[config.mk]
export PLATFORM = sky130hd
export DESIGN_NAME = pipe_stage_hs
export DESIGN_NICKNAME = d
export VERILOG_FILES = /design/src/rtl/pipe_pkg.sv /design/src/rtl/pipe_skid_buf.sv /design/src/rtl/pipe_stage_hs.sv
export SDC_FILE = /design/constraint.sdc
export NUM_CORES = 1
export LEC_CHECK = 0
export BUFFER_PORTS_ARGS = -buffer_cell sky130_fd_sc_hd__buf_4
export CAP_MARGIN = 5
export CORE_ASPECT_RATIO = 1.75
export CORE_MARGIN = 5
export CORE_UTILIZATION = 48
export DETAILED_ROUTE_END_ITERATION = 7
export GPL_ROUTABILITY_DRIVEN = 0
export PLACE_DENSITY = 0.95
export RECOVER_POWER = 50
export SLEW_MARGIN = 30
export SYNTH_ARGS = -nofsm -noshare
export SYNTH_HDL_FRONTEND = slang
export SYNTH_SLANG_ARGS = --single-unit
[constraint.sdc]
create_clock -name clock -period 4.7 [get_ports clock]
set_input_delay 0.94 -clock clock [delete_from_list [all_inputs] [get_ports clock]]
set_output_delay 0.94 -clock clock [all_outputs]
set_load 0.01 [all_outputs]
[src/rtl/pipe_pkg.sv]
// Shared pipeline definitions: default stage widths, the NOP encoding and the
// control-field bit positions used by the decoder and every stage register.
package pipe_pkg;

  localparam int PIPE_DATA_W = 96;
  localparam int PIPE_CTRL_W = 8;
  localparam int PIPE_CNT_W  = 16;

  localparam logic [31:0] PIPE_NOP_INSN = 32'h0000_0000;

  // Control payload layout; an all-zero control word behaves as a NOP downstream.
  localparam int CTRL_REG_WRITE  = 0;
  localparam int CTRL_MEM_WRITE  = 1;
  localparam int CTRL_MEM_READ   = 2;
  localparam int CTRL_MEM_TO_REG = 3;
  localparam int CTRL_JAL        = 4;
  localparam int CTRL_JALR       = 5;
  localparam int CTRL_BRANCH     = 6;
  localparam int CTRL_OP2_SRC    = 7;

  typedef struct packed {
    logic full;
    logic load;
    logic unload;
  } skid_ctl_t;

endpackage

[src/rtl/pipe_skid_buf.sv]
// Single storage entry with a full flag; holds the word accepted while the
// main stage register is stalled.
module pipe_skid_buf import pipe_pkg::*; #(
  parameter int DATA_W = PIPE_DATA_W,
  parameter int CTRL_W = PIPE_CTRL_W
) (
  input  logic              clock,
  input  logic              reset,
  input  logic              clear,
  input  logic              load,
  input  logic              unload,
  input  logic [DATA_W-1:0] load_data,
  input  logic [CTRL_W-1:0] load_ctrl,
  output logic              full,
  output logic [DATA_W-1:0] data,
  output logic [CTRL_W-1:0] ctrl
);

  // Load wins over unload so a refill in the draining cycle keeps the entry full.
  always_ff @(posedge clock) begin
    if (reset) begin
      full <= 1'b0;
      data <= {DATA_W{1'b0}};
      ctrl <= {CTRL_W{1'b0}};
    end else if (clear) begin
      full <= 1'b0;
      ctrl <= {CTRL_W{1'b0}};
    end else if (load) begin
      full <= 1'b1;
      data <= load_data;
      ctrl <= load_ctrl;
    end else if (unload) begin
      full <= 1'b0;
      ctrl <= {CTRL_W{1'b0}};
    end else begin
      full <= full;
    end
  end

endmodule

[src/rtl/pipe_stage_hs.sv]
// Handshaked pipeline stage register with flush and saturating stall counter.
// Define PIPE_SKID_EN to add a skid entry and register the in_ready path.
module pipe_stage_hs import pipe_pkg::*; #(
  parameter int DATA_W = PIPE_DATA_W,
  parameter int CTRL_W = PIPE_CTRL_W,
  parameter int CNT_W  = PIPE_CNT_W
) (
  input  logic              clock,
  input  logic              reset,
  input  logic              in_valid,
  output logic              in_ready,
  input  logic [DATA_W-1:0] in_data,
  input  logic [CTRL_W-1:0] in_ctrl,
  output logic              out_valid,
  input  logic              out_ready,
  output logic [DATA_W-1:0] out_data,
  output logic [CTRL_W-1:0] out_ctrl,
  input  logic              flush,
  output logic [CNT_W-1:0]  stall_cnt,
  input  logic              stall_clr
);

  logic              pop;
  logic              accept;
  logic              main_load;
  logic [DATA_W-1:0] load_data;
  logic [CTRL_W-1:0] load_ctrl;

  assign pop    = out_valid && out_ready;
  assign accept = in_valid && in_ready && !flush;

`ifdef PIPE_SKID_EN
  logic              skid_full;
  logic              skid_load;
  logic              skid_unload;
  logic [DATA_W-1:0] skid_data;
  logic [CTRL_W-1:0] skid_ctrl;

  assign in_ready = flush || !skid_full;

  // Route the incoming word to main or skid; skid always refills main first.
  always_comb begin
    main_load   = 1'b0;
    skid_load   = 1'b0;
    skid_unload = 1'b0;
    load_data   = in_data;
    load_ctrl   = in_ctrl;
    if (!out_valid || pop) begin
      if (skid_full) begin
        main_load   = 1'b1;
        skid_unload = 1'b1;
        skid_load   = accept;
        load_data   = skid_data;
        load_ctrl   = skid_ctrl;
      end else begin
        main_load = accept;
      end
    end else begin
      skid_load = accept;
    end
  end

  pipe_skid_buf #(
    .DATA_W (DATA_W),
    .CTRL_W (CTRL_W)
  ) u_skid (
    .clock     (clock),
    .reset     (reset),
    .clear     (flush),
    .load      (skid_load),
    .unload    (skid_unload),
    .load_data (in_data),
    .load_ctrl (in_ctrl),
    .full      (skid_full),
    .data      (skid_data),
    .ctrl      (skid_ctrl)
  );
`else
  assign in_ready  = flush || !out_valid || out_ready;
  assign main_load = accept;
  assign load_data = in_data;
  assign load_ctrl = in_ctrl;
`endif

  // Main stage register; control is zeroed on flush and bubble, data is held.
  always_ff @(posedge clock) begin
    if (reset) begin
      out_valid <= 1'b0;
      out_data  <= {DATA_W{1'b0}};
      out_ctrl  <= {CTRL_W{1'b0}};
    end else if (flush) begin
      out_valid <= 1'b0;
      out_ctrl  <= {CTRL_W{1'b0}};
    end else if (main_load) begin
      out_valid <= 1'b1;
      out_data  <= load_data;
      out_ctrl  <= load_ctrl;
    end else if (pop) begin
      out_valid <= 1'b0;
      out_ctrl  <= {CTRL_W{1'b0}};
    end else begin
      out_valid <= out_valid;
    end
  end

  // Stall counter saturates at all-ones; clear beats increment and flush is ignored.
  always_ff @(posedge clock) begin
    if (reset) begin
      stall_cnt <= {CNT_W{1'b0}};
    end else if (stall_clr) begin
      stall_cnt <= {CNT_W{1'b0}};
    end else if (out_valid && !out_ready && (stall_cnt != {CNT_W{1'b1}})) begin
      stall_cnt <= stall_cnt + {{(CNT_W-1){1'b0}}, 1'b1};
    end else begin
      stall_cnt <= stall_cnt;
    end
  end

endmodule

# After elaboration in Yosys (flattened, before gate mapping)
# Index checks and enable logic that the tools add are counted.
# word_totals
word_cells	25
register_bits	121
input_bits	110
out_inout_bits	122
# op_classes
eq_ne	1
reduce_logical	14
bitwise_logic	1
mux	4
n_addsub	1
# ops
op	count
$add 16x1->16 const B	1
$mux 8	2
$ne 16x16->1 const B	1
$logic_and 1x1->1	5
$reduce_or 2->1	2
$logic_not 1->1	3
$logic_or 1x1->1	2
$mux 1	2
$reduce_and 2->1	1
$reduce_bool 2->1	1
$not 1->1	1

# Depth between registers and ports, before layout
# depth
ltp_word	6
mapped_depth	7
depth_no_buf	5

# Worst setup path before layout
# OpenSTA, ideal clock, no wires.
# synth_timing
kind	input -> register
from	input out_ready
to	register stall_cnt[14]
n_path_buf	0
t_required_ps	4632
setup_time_ps	68
cell_stages	4
path_slack_ps	2479
t_arrival_ps	2153
path_cell_list	nand2b_1 > or3_4 > or4_4 > a21oi_2
# synth_between
elab_chain_len	3
# synth_rtl
element	line_no	source
start, declared	pipe_stage_hs.sv:15	input logic out_ready,
$logic_not 1->1	pipe_stage_hs.sv:112	end else if (out_valid && !out_ready && (stall_cnt != {CNT_W{1'b1}})) begin
$logic_and 1x1->1 (2 in series)	pipe_stage_hs.sv:112	
end signal, assigned	pipe_stage_hs.sv:111	stall_cnt <= {CNT_W{1'b0}};
end signal, assigned	pipe_stage_hs.sv:113	stall_cnt <= stall_cnt + {{(CNT_W-1){1'b0}}, 1'b1};
end signal, assigned	pipe_stage_hs.sv:115	stall_cnt <= stall_cnt;
end, declared	pipe_stage_hs.sv:19	output logic [CNT_W-1:0] stall_cnt,
# Every way passes these cells.
# A chain may end at the register's enable or synchronous reset.

# Final worst setup path
# layout_timing
from	input out_ready
to	output in_ready
# layout_between
elab_chain_len	1
# layout_rtl
element	line_no	source
$logic_or 1x1->1	pipe_stage_hs.sv:79	assign in_ready = flush || !out_valid || out_ready;
end, declared	pipe_stage_hs.sv:11	output logic in_ready,
# Every way passes these cells.

==> results.cfg <==
[sta]
min_period_over_period = 0.586
tns_ps = 0
finalMaxSlewViolations = 39
slew_headroom = -0.0303
worst_pin_slew_ps = 1550
fin_worst_skew_ps = 6.05
hold_viol = 0
fin_crit_ps = 2750
rsz0062_at_grt = false
setup_ws_ps = 1950
setup_viol = 0
max_freq_mhz = 363

[global_routing]
grt_util_met1 = 0.253
use_met3 = 0.0884
grtUsageMet2 = 0.461
grt_max_degree = 99
grt.busiest_layer = met2
grt_pass1_wl_um = 22500
grt_pass1_vias = 4836
track_usage = 0.255
antenna_found_initial = 0
grt_overflow = 0

[cells_and_area]
synthToLayoutAreaGrowth_pct = 44.5
layout_commonest_cell = nand2_1
diodes = 0
drive_gt1_frac = 0.215
final_cell_mix = 208 x nand2_1, 129 x buf_4, 121 x dfxtp_1
nets = 885

[power]
vdd_drop_max_mv = 0.305
p_leak_nw = 2.49
pwr-share-seq = 0.414
p_switching_uw = 578
p_clk_frac = 0.499
combinationalPowerShare = 0.087
p_sw_frac = 0.220
p_int_mw = 2.05
power.density_nw_per_um2 = 410

[critical_path]
r2r_slack_ps = 2290
arrival_ps = 1810
critPathSlowestCell = nor2b_1
timing.rr.end = out_data[94]$_SDFFE_PP0P_
crit_start = out_ready
worstReg2RegStart = out_valid$_SDFFE_PP0P_
cpPeakStageDelay_ps = 480
required_ps = 3760
end_kind = output port
start_kind = primary input
critical_path.max_fanout = 7
ff2ff_path_depth = 5
cp_cell_sequence = clkbuf_1, nor2b_1, nand2b_1, buf_4
critical_path_class = in -> out
crit_end = in_ready

[flow_run]
maxCapViolations = 1

[synth]
synth_warnings = 0
synth_area_sq_um = 4440
synth_area_per_cell_sq_um = 7.97
syn-num-nets = 668
synth_cells = 557
synth_seq_cells = 121
synth_edf_count = 0
ys.flop_type = dfxtp_1
synthArstFlopShare = 0
synth-seq-area-share = 0.546
yosysUniqueCellTypes = 34

[status]
outcome = finished, violations left
violations = max-capacitance violations, max-slew violations

[clock_network]
clockBufferDepth = 2
cts_buffers = 17
cts_tree = built
htree_levels = 4
ctsHoldBuffers = 0
cts_setup_buffers = 0
post_cts_resized = 0
clock_sinks = 121
clock_latency_ps = 400
cts_root_buf = clkbuf_16
clkSlewWorstSetupHoldPaths_ps = 50

[place]
post-place-ws_ps = 1960
dpl.hpwl_um = 10500
io_buffers = 231

[floorplan]
die_y_um = 137
core_area_sq_um = 9040
dieArea_sq_um = 11400
io_pins = 232
initial_core_util = 0.491
die_w_um = 82.7
rows = 46

[route]
dr.first_iter.drc_count = 236
ant_nets = 0
vias = 4831
dr.pass1.iters = 4
wirelength_um = 14600
drc = 0
vias_per_cell = 5.33
wl_per_cell_um = 16.1

[hold_path]
hold_class = reg -> reg
hp-start = out_data[17]$_SDFFE_PP0P_
-- flip-flops by register name, summed over array words and instances, names as in the netlist --
| register | flops |
|---|---|
| out_ctrl | 8 |
| out_data | 96 |
| out_valid | 1 |
| stall_cnt | 16 |
-- critical path: cells and delay by family --
family | cells | cell delay, ps
AND/OR/NAND/NOR | 2 | 600
buffers and inverters | 2 | 270
-- final cells by class --
class | count | area [sq um]
Timing Repair Buffer | 236 | 1370
Sequential cell | 121 | 2420
Clock inverter | 8 | 118
Clock buffer | 23 | 488
Tap cell | 120 | 150
Inverter | 1 | 3.75
Fill cell | 739 | 2620
Multi-Input combinational cell | 397 | 1870
-- layer usage --
layer  routed length (um)  vias up  share of wire
met3                 1300       58          0.089
met5                    0        -              0
met1                 4770     2225           0.33
met4                  590        0          0.041
met2                 7900      255           0.54
li1                     -     2293              -
-- worst min-delay path by stage --
stage / cells after the start / slack (ps) / to
floorplan: 2 / 480 / out_data[0]$_SDFFE_PP0P_
global placement: 2 / 440 / out_data[3]$_SDFFE_PP0P_
detailed placement: 2 / 450 / out_data[17]$_SDFFE_PP0P_
CTS: 2 / 450 / out_data[59]$_SDFFE_PP0P_
global route: 2 / 470 / out_data[40]$_SDFFE_PP0P_
finish: 2 / 450 / out_data[17]$_SDFFE_PP0P_
-- cells by family after synthesis --
family | synth area share
buf+inv | 0.0355
simple gates | 0.256
mux | 0.00225
xor+xnor | 0.00197
compound gates | 0.156
fa+ha+maj | 0.00282
flops | 0.546
-- stage by stage --
step | hold slack [ps] | power [mW] | std cells | cell area, sq um | util
global route | 469 | 2.73 | 906 | 6420 | 0.710
detailed placement | 447 | 1.37 | 875 | 6210 | 0.688
floorplan | 481 | 1.21 | 557 | 4440 | -
global placement | 442 | 1.36 | 875 | 6210 | 0.688
finish | 452 | 2.63 | 906 | 6420 | 0.710
CTS | 454 | 2.68 | 906 | 6820 | 0.755
-- power by group through the flow --
stage / logic (mW) / clock network [mW] / registers, mW
floorplan: 0.0869 / 0 / 1.13
global placement: 0.251 / 0 / 1.11
global route: 0.252 / 1.38 / 1.09
finish: 0.229 / 1.31 / 1.09
detailed placement: 0.259 / 0 / 1.11
CTS: 0.261 / 1.33 / 1.09
-- Yosys cell counts, types with 2 or more instances --
cell,instances,share of area
nor2_1,6,0.0051
buf_2,9,0.010
clkbuf_1,29,0.025
or2_2,2,0.0028
o31ai_1,7,0.012
a21oi_1,115,0.13
or4_1,5,0.0085
o21ai_0,5,0.0056
nand3_1,11,0.012
dfxtp_1,121,0.55
nor3_1,3,0.0034
and3_1,3,0.0042
or3_1,3,0.0042
nand4_1,6,0.0085
nand2b_1,3,0.0042
and4_1,2,0.0039
or4_4,2,0.0051
nand2_1,208,0.18
a21oi_2,2,0.0039
Power figures use the tool's default switching activity.
